--- src/rtl/debug_bridge.sv ---
// debug_bridge
// Turns one debug-controller read request into a single access toward the core. The access goes
// to data memory, the register file or instruction memory. It waits for the target to accept, or
// aborts after TIMEOUT cycles. Completion is signalled with a one-cycle doneSending pulse. The
// bridge then waits for tx_flag to drop before it accepts another request.
//
// Ports
//   CLK             system clock, rising edge
//   RST             synchronous active-high reset
//   tx_flag         request level from the debug controller
//   mode[2:0]       001 dmem read, 010 regfile read, 101 imem read; others unsupported
//   address_bridged byte address (memories) or register index (register file)
//   data_internal   read result, held between transactions
//   doneSending     one-cycle completion pulse
//   bridge_err      sticky error: timeout or unsupported mode
//   mem_req         access request level, held until mem_ack or timeout
//   mem_sel[1:0]    00 dmem, 01 regfile, 10 imem
//   mem_addr        access address
//   mem_ack         target accepted; mem_rdata valid in the same cycle
//   mem_rdata       target read data
module debug_bridge #(
  parameter int unsigned TIMEOUT  = 255,
  parameter logic [31:0] ERR_WORD = 32'hDEADBEEF
) (
  input  logic        CLK,
  input  logic        RST,
  input  logic        tx_flag,
  input  logic [2:0]  mode,
  input  logic [31:0] address_bridged,
  output logic [31:0] data_internal,
  output logic        doneSending,
  output logic        bridge_err,
  output logic        mem_req,
  output logic [1:0]  mem_sel,
  output logic [31:0] mem_addr,
  input  logic        mem_ack,
  input  logic [31:0] mem_rdata
);

  localparam logic [2:0] IDLE     = 3'd0;
  localparam logic [2:0] ISSUE    = 3'd1;
  localparam logic [2:0] WAIT_ACK = 3'd2;
  localparam logic [2:0] DONE     = 3'd3;
  localparam logic [2:0] RELEASE  = 3'd4;

  // The counter only has to reach TIMEOUT-1: it runs 0..TIMEOUT-1 while mem_req is high.
  localparam int unsigned CW = (TIMEOUT < 2) ? 1 : $clog2(TIMEOUT);
  localparam logic [CW-1:0] CntLast = CW'(TIMEOUT - 1);

  localparam logic [2:0] ModeDmem = 3'b001;
  localparam logic [2:0] ModeReg  = 3'b010;
  localparam logic [2:0] ModeImem = 3'b101;

  logic [2:0]    state_q, state_d;
  logic [2:0]    mode_q, mode_d;
  logic [31:0]   addr_q, addr_d;
  logic [CW-1:0] cnt_q, cnt_d;
  logic [31:0]   data_q, data_d;
  logic          done_q, done_d;
  logic          err_q, err_d;
  logic          req_q, req_d;
  logic [1:0]    sel_q, sel_d;
  logic [31:0]   maddr_q, maddr_d;

  always_comb begin
    state_d = state_q;
    mode_d  = mode_q;
    addr_d  = addr_q;
    cnt_d   = cnt_q;
    data_d  = data_q;
    done_d  = 1'b0;
    err_d   = err_q;
    req_d   = req_q;
    sel_d   = sel_q;
    maddr_d = maddr_q;

    case (state_q)
      IDLE: begin
        if (tx_flag) begin
          mode_d  = mode;
          addr_d  = address_bridged;
          state_d = ISSUE;
        end
      end

      ISSUE: begin
        case (mode_q)
          ModeDmem, ModeImem: begin
            sel_d   = (mode_q == ModeDmem) ? 2'b00 : 2'b10;
            maddr_d = {addr_q[31:2], 2'b00};
            req_d   = 1'b1;
            cnt_d   = '0;
            state_d = WAIT_ACK;
          end
          ModeReg: begin
            if (addr_q[4:0] == 5'd0) begin
              // x0 reads as zero without a core access; counts as a successful transaction
              data_d  = 32'd0;
              err_d   = 1'b0;
              done_d  = 1'b1;
              state_d = DONE;
            end else begin
              sel_d   = 2'b01;
              maddr_d = {27'd0, addr_q[4:0]};
              req_d   = 1'b1;
              cnt_d   = '0;
              state_d = WAIT_ACK;
            end
          end
          default: begin
            data_d  = ERR_WORD;
            err_d   = 1'b1;
            done_d  = 1'b1;
            state_d = DONE;
          end
        endcase
      end

      WAIT_ACK: begin
        // mem_ack is tested first so an ack on the final counted cycle still wins
        if (mem_ack) begin
          data_d  = mem_rdata;
          err_d   = 1'b0;
          req_d   = 1'b0;
          done_d  = 1'b1;
          state_d = DONE;
        end else if (cnt_q == CntLast) begin
          data_d  = ERR_WORD;
          err_d   = 1'b1;
          req_d   = 1'b0;
          done_d  = 1'b1;
          state_d = DONE;
        end else begin
          cnt_d = cnt_q + 1'b1;
        end
      end

      DONE: begin
        state_d = RELEASE;
      end

      RELEASE: begin
        // A held tx_flag parks here, so one request level yields exactly one transaction
        if (!tx_flag) begin
          state_d = IDLE;
        end
      end

      default: begin
        state_d = IDLE;
      end
    endcase
  end

  always_ff @(posedge CLK) begin
    if (RST) begin
      state_q <= IDLE;
      mode_q  <= 3'd0;
      addr_q  <= 32'd0;
      cnt_q   <= '0;
      data_q  <= 32'd0;
      done_q  <= 1'b0;
      err_q   <= 1'b0;
      req_q   <= 1'b0;
      sel_q   <= 2'b00;
      maddr_q <= 32'd0;
    end else begin
      state_q <= state_d;
      mode_q  <= mode_d;
      addr_q  <= addr_d;
      cnt_q   <= cnt_d;
      data_q  <= data_d;
      done_q  <= done_d;
      err_q   <= err_d;
      req_q   <= req_d;
      sel_q   <= sel_d;
      maddr_q <= maddr_d;
    end
  end

  assign data_internal = data_q;
  assign doneSending   = done_q;
  assign bridge_err    = err_q;
  assign mem_req       = req_q;
  assign mem_sel       = sel_q;
  assign mem_addr      = maddr_q;

endmodule

--- config.mk ---
export PLATFORM = sky130hd
export DESIGN_NAME = debug_bridge
export DESIGN_NICKNAME = d
export VERILOG_FILES = /design/src/rtl/debug_bridge.sv
export SDC_FILE = /design/constraint.sdc
export NUM_CORES = 1
export LEC_CHECK = 0
export CORE_UTILIZATION = 30
export DETAILED_ROUTE_END_ITERATION = 12
export GPL_TIMING_DRIVEN = 0
export SLEW_MARGIN = 30
export SYNTH_ARGS = -nofsm -noshare
export SYNTH_HDL_FRONTEND = slang
export SYNTH_SLANG_ARGS = --single-unit
--- constraint.sdc ---
create_clock -name CLK -period 2.39 [get_ports CLK]
set_input_delay 0.239 -clock CLK [delete_from_list [all_inputs] [get_ports CLK]]
set_output_delay 0.239 -clock CLK [all_outputs]
set_load 0.02 [all_outputs]
==> results of run 1 <==
sequential cells by signal, summed over array words and instances, names as in the netlist:
name           cells
bridge_err         1
doneSending        1
cnt_q              8
mem_sel            2
mem_req            1
mode_q             3
addr_q            32
mem_addr          32
data_internal     32
state_q            3
worst max-delay path, cell delays in order, from the launching register on:
cell      delay [ps]
dfxtp_1          380
nor3b_1          670
o211ai_2         200
a41oi_2          430
buf_2            300
a22o_1           180
per-layer routing:
metal	up-vias	global-route usage, %	routed length, microns
met1	1994	20.9	6060
met4	0	5.95	157
met2	139	28.1	6000
li1	2115	-	-
met5	-	0	0
met3	17	5.86	946
final cells by class:
type	instances	share of cell area, %
Inverter	21	1.18
Clock buffer	23	7.17
Multi-Input combinational cell	338	28.5
Sequential cell	115	34.5
Timing Repair Buffer	139	20.9
Buffer	38	2.42
Tap cell	184	3.45
Clock inverter	9	1.91
path summary, 6_finish.rpt:
path,end,slack (ps)
max,data_internal[8],160
max reg2reg,data_internal[8],160
min reg2reg,mem_addr[26],450
min,addr_q[3],370
timing repair:
| item | 4_1_cts | 5_1_grt |
|---|---|---|
| setup endpoints to repair | 0 | 16 |
| buffers inserted | 0 | 0 |
| resized for setup | 0 | 2 |
per-stage QoR:
stage	std cells	hold slack, ps	TNS, ps	power [mW]	worst slack (ps)
2_1_floorplan	512	365	0	3.75	521
6_report	867	367	0	7.16	164
4_1_cts	867	356	0	7.18	68.4
3_5_place_dp	835	444	-1410	4.59	-224
5_1_grt	867	365	-14.8	7.53	-4.62
3_3_place_gp	835	435	-999	4.54	-143
cell usage after synthesis (2+ instances only):
| cell type | number | area (sq um) |
|---|---|---|
| nand2_1 | 123 | 462 |
| dfxtp_1 | 115 | 2300 |
| a21oi_1 | 74 | 370 |
| nand3_1 | 36 | 180 |
| clkbuf_1 | 24 | 90.1 |
| inv_1 | 21 | 78.8 |
| a221oi_1 | 19 | 166 |
| buf_2 | 9 | 45.0 |
| a22o_1 | 8 | 70.1 |
| nor2_1 | 8 | 30.0 |
| a221o_1 | 5 | 50.1 |
| a311oi_1 | 5 | 43.8 |
| nand2b_1 | 5 | 31.3 |
| o21ai_0 | 5 | 25.0 |
| and3_1 | 4 | 25.0 |
| a211oi_1 | 3 | 22.5 |
| buf_1 | 3 | 11.3 |
| nand4_1 | 3 | 18.8 |
| a32oi_1 | 2 | 17.5 |
| a41oi_1 | 2 | 17.5 |
| buf_4 | 2 | 15.0 |
| ha_1 | 2 | 25.0 |
| nand3b_1 | 2 | 15.0 |
| nor3_1 | 2 | 10.0 |
| nor3b_1 | 2 | 15.0 |
| nor4_2 | 2 | 25.0 |
| nor4b_2 | 2 | 30.0 |
| o21a_1 | 2 | 15.0 |
| o31a_1 | 2 | 17.5 |
| xnor2_1 | 2 | 17.5 |
logic make-up (layout without fill, tap and decap cells):
kind of cell	count (synthesis)	in the layout	share of synthesized area [%]
buffers and inverters	59	230	5.42
AOI/OAI and AO/OA	136	136	20.7
xor gates and xnor gates	2	2	0.396
and+or+nand+nor	198	198	21.0
adders and majority gates	2	2	0.565
DFF	115	115	52.0
power breakdown:
group          switching (mW)  internal [mW]
Sequential              0.188           2.26
Clock                   0.873           1.71
Combinational            1.21          0.917
Total                    2.27           4.89
==> results by group, run 1 <==
Synthesis
  • Synthesized Nets: 585
  • Sequential share of the synthesized area: 52.0%
  • Post-Syn Area per Cell: 8.65 sq um
  • Post-synthesis cell area: 0.00443 sq mm
  • Synth Instances: 512
  • FFs w/ async S/R, synth: 0%
  • Yosys cell types: 48
  • Synthesis Warnings: 0
  • Post-synth top flop: dfxtp_1
  • Yosys reg bits: 115
  • EDFF count, synth: 0

Layout
  • Finished Cell Area: 0.00667 sq mm
  • Most frequent cells in the layout: clkdlybuf4s50_1, nand2_1, dfxtp_1
  • Diodes inserted: 0
  • Post-layout util: 46.1%
  • Flip-flop and latch area: 0.00230 sq mm
  • Filler cells: 1422
  • Share of layout cells above drive strength 1: 7.91%
  • Final nets: 743
  • Leading cell type in the layout, fill and taps excluded: clkdlybuf4s50_1
  • P&R area growth vs syn: 50.6%
  • Area of the multi-input gates: 0.00190 sq mm

Power
  • Static Leak: 2.34 nW
  • Maximum vdd drop: 581 uV
  • PwrDens: 1070 mW/mm^2

Critical path
  • Worst Setup End Kind: flop
  • CP Max Fanout: 10
  • Crit Reg-Reg Startpoint: mode_q[1]
  • Startpoint types: flop
  • CP Data Required Time: 2750 ps
  • Crit Path Class: reg -> reg
  • Launch point of the worst path: mode_q[1]
  • Worst reg-to-reg path cell count: 5
  • CP arrival: 2590 ps

Clocking
  • Worst-Skew Late Latency: 420 ps
  • Worst-path clk slew: 50 ps
  • Inserted Clock Buffers: 17
  • Clk root buf: clkbuf_16
  • CTS tree: built
  • Max Buffers Root-to-Sink: 2
  • H-Tree Depth: 4
  • Clk sinks: 115
  • Hold_buf cts: 0

Floorplan
  • Core Region: 0.0145 sq mm
  • Row cnt: 44
  • Starting Density: 30.6%
  • Die Wd: 124 microns
  • Chip height: 124 microns
  • IO Count: 140
  • Die area: 0.0153 sq mm

Placed design
  • Routability cong.: 0.816
  • Hpwl dp: 9.34 mm
  • Number of I/O port buffers: 139
  • Post-Place Cell Area: 0.00605 sq mm

Route
  • Vias per cell: 4.92
  • Post-route DRC: 0
  • First DRT Iteration DRCs: 244
  • Drt total wl: 13.2 mm
  • Via count: 4265
  • Pre-antenna DRT Iters: 4
  • Post-route ant nets: 0
  • Per-cell routed wire length: 15.2 microns

Timing
  • Slew @ Worst Pin: 779 ps
  • Skew final: 6.77 ps
  • Fmax: 0.449 GHz
  • Slew HR: 47.9%
  • Final period util: 93.1%
  • Slew Viols, Final: 0
  • Hold Violations, Final: 0
  • Final min period: 2230 ps
  • Final Setup Violations: 0

Global route
  • Largest net degree at the start of global routing: 17
  • Initial antenna violation count: 0
  • Gr ovfl total: 0
  • First-pass GRT wire length: 19.8 mm
  • Vias in the first global route: 4010
  • GRT Util Overall: 17.2%

Worst hold path
  • Tightest Hold Check Type: in -> reg
  • Hold Path Stages: 3
  • Min-delay src: address_bridged[3]

Outcome
  • Status: finished clean

Job
  • Maxcap violations: 0
Note: power is estimated with default switching activity, not from simulation.
==> inputs of run 2 (changes only) <==
- HOLD_SLACK_MARGIN: not set -> 0.05
==> results of run 2 <==
The final DEF is identical to that of run 1; final timing and power are the same.
==> inputs of run 3 (changes only) <==
- CORE_UTILIZATION: 30 -> 46
- PLACE_DENSITY: not set -> 0.79
==> run 3 against run 2 <==
Sequential share of layout area grew 0.73 points. Via count grew 1.9%. Cell count shrank 6.3%.
==> results by group, run 3 (synthesis results as in run 1) <==
Floorplan
  • Starting Density: 47.7% (+17 points)
  • IO Count: 140 (unchanged)
  • Row cnt: 35 (-20%)
  • Die area: 0.0100 sq mm (-34%)
  • Die Wd: 100 microns (-19%)
  • Chip height: 100 microns (-19%)
  • Core Region: 0.00928 sq mm (-36%)

Clocking
  • Worst-path clk slew: 60 ps (about the same)
  • Hold_buf cts: 0 (unchanged)
  • Post-CTS setup buffers: 0 (unchanged)
  • Clk sinks: 115 (unchanged)
  • Worst-Skew Late Latency: 520 ps (+100 ps)
  • Inserted Clock Buffers: 17 (unchanged)
  • Post-CTS resize count: 0 (unchanged)
  • H-Tree Depth: 4 (unchanged)
  • CTS tree: built
  • Max Buffers Root-to-Sink: 2 (unchanged)
  • Clk root buf: clkbuf_8

Timing
  • RSZ-0062 raised after global routing: yes
  • Slew Viols, Final: 0 (unchanged)
  • Fin worst setup slack: 43.5 ps (-120 ps)
  • Hold WS: 268 ps (-99.8 ps)
  • Fmax: 0.426 GHz (-5.1%)
  • Slew @ Worst Pin: 827 ps (+48.0 ps)
  • Skew final: 6.80 ps (+0.0237 ps)
  • Final Setup Violations: 0 (unchanged)
  • Hold Violations, Final: 0 (unchanged)
  • Final period util: 98.2% (+5.0 points)
  • Setup tns final: 0 ps (unchanged)
  • Final min period: 2350 ps (+120 ps)
  • Slew HR: 44.7% (-3.2 points)

Route
  • Drt total wl: 12.5 mm (-5.0%)
  • First DRT Iteration DRCs: 193 (-21%)
  • Post-route DRC: 0 (unchanged)
  • Vias per cell: 5.35 (+8.8%)
  • Pre-antenna DRT Iters: 5 (+1)
  • Per-cell routed wire length: 15.4 microns (+1.5%)
  • Via count: 4344 (+1.9%)
  • Post-route ant nets: 0 (unchanged)

Power
  • Maximum vdd drop: 586 uV (+0.98%)
  • PwrDens: 1050 mW/mm^2 (-2.2%)
  • Static Leak: 2.30 nW (-1.8%)
  • Total power: 6.85 mW (-4.3%)

Layout
  • Share of layout cells above drive strength 1: 8.20% (+0.29 points)
  • Post-layout util: 70.4% (+24 points)
  • Leading cell type in the layout, fill and taps excluded: clkdlybuf4s50_1
  • Finished Layout Cells: 812 (-6.3%)
  • Finished Cell Area: 0.00653 sq mm (-2.1%)
  • Diodes inserted: 0 (unchanged)
  • Final nets: 743 (unchanged)
  • Most frequent cells in the layout: clkdlybuf4s50_1, nand2_1, dfxtp_1
  • P&R area growth vs syn: 47.5%

Critical path
  • Reg2reg setup slack: 40 ps (-120 ps)
  • Crit path cell chain: buf_2 -> nor3b_1 -> a22oi_1 -> nor3_4 -> buf_4 -> a221oi_1
  • Peak per-stage delay on the critical path: 640 ps (-30 ps)
  • CP arrival: 2720 ps (+130 ps)
  • Crit Path Class: reg -> reg
  • Crit-path slowest cell: nor3b_1
  • CP Max Fanout: 10 (unchanged)
  • Worst Setup End Kind: flop
  • CP Data Required Time: 2760 ps (about the same)
  • Startpoint types: flop

Global route
  • Initial antenna violation count: 0 (unchanged)
  • Vias in the first global route: 4304 (+7.3%)
  • Gr ovfl total: 0 (unchanged)
  • GRT Util Overall: 25.7% (+8.5 points)
  • Largest net degree at the start of global routing: 17 (unchanged)
  • First-pass GRT wire length: 20.3 mm (+2.7%)

Placed design
  • Placed Cells: 780 (-6.6%)
  • Number of I/O port buffers: 139 (unchanged)
  • Hpwl dp: 8.70 mm (-6.8%)
  • Dpl ws: 11.5 ps (+235 ps)
  • Routability cong.: 0.861 (+5.5%)
  • Post-Place Cell Area: 0.00598 sq mm (-1.1%)

Worst hold path
  • Tightest Hold Check Type: in -> reg

Outcome
  • Status: finished clean

Job
  • Maxcap violations: 0 (unchanged)
-- run 3: cell types whose count changed in the layout (fill, tap and decap cells not counted), moves of 2 or more --
cell / previous run / this run
inv_6: 0 / 5
bufinv_16: 3 / 0
clkbuf_1: 27 / 24
clkinv_2: 3 / 0
clkinv_4: 0 / 2
clkinvlp_4: 3 / 5
inv_8: 0 / 2
-- run 3: cell type report --
type | instances | area, sq um
fill | 754 | 2750
timing repair buffer | 139 | 1390
clock inverter | 14 | 121
clock buffer | 18 | 428
sequential | 115 | 2300
buffer | 38 | 161
multi-input combinational | 338 | 1890
tap | 129 | 161
inverter | 21 | 78.8
-- run 3: per-layer routing --
| metal | GRT usage [%] | wire length, microns |
|---|---|---|
| met1 | 31.1 | 5280 |
| met2 | 43.6 | 6030 |
| met3 | 6.62 | 973 |
| met4 | 10.3 | 225 |
| met5 | 0 | 0 |
-- run 3: worst paths after layout --
kind | startpoint | to | cells past startpoint
setup / recovery | state_q[1] | data_internal[25] | 6
hold / removal | address_bridged[13] | addr_q[13] | 3
setup reg to reg | state_q[1] | data_internal[25] | 6
hold reg to reg | addr_q[12] | mem_addr[12] | 2
-- run 3: power by group --
group / internal (mW) / leakage [nW] / switching (mW)
Combinational: 0.910 / 1.11 / 1.19
Clock: 1.33 / 0.255 / 0.980
Sequential: 2.25 / 0.938 / 0.182
-- run 3: critical path: cells and delay by family (launching register included) --
family                 cells  cell delay, ps
AO/OA/AOI/OAI              2             350
buffers and inverters      2             480
flip-flops                 1             330
AND/OR/NAND/NOR            2            1040
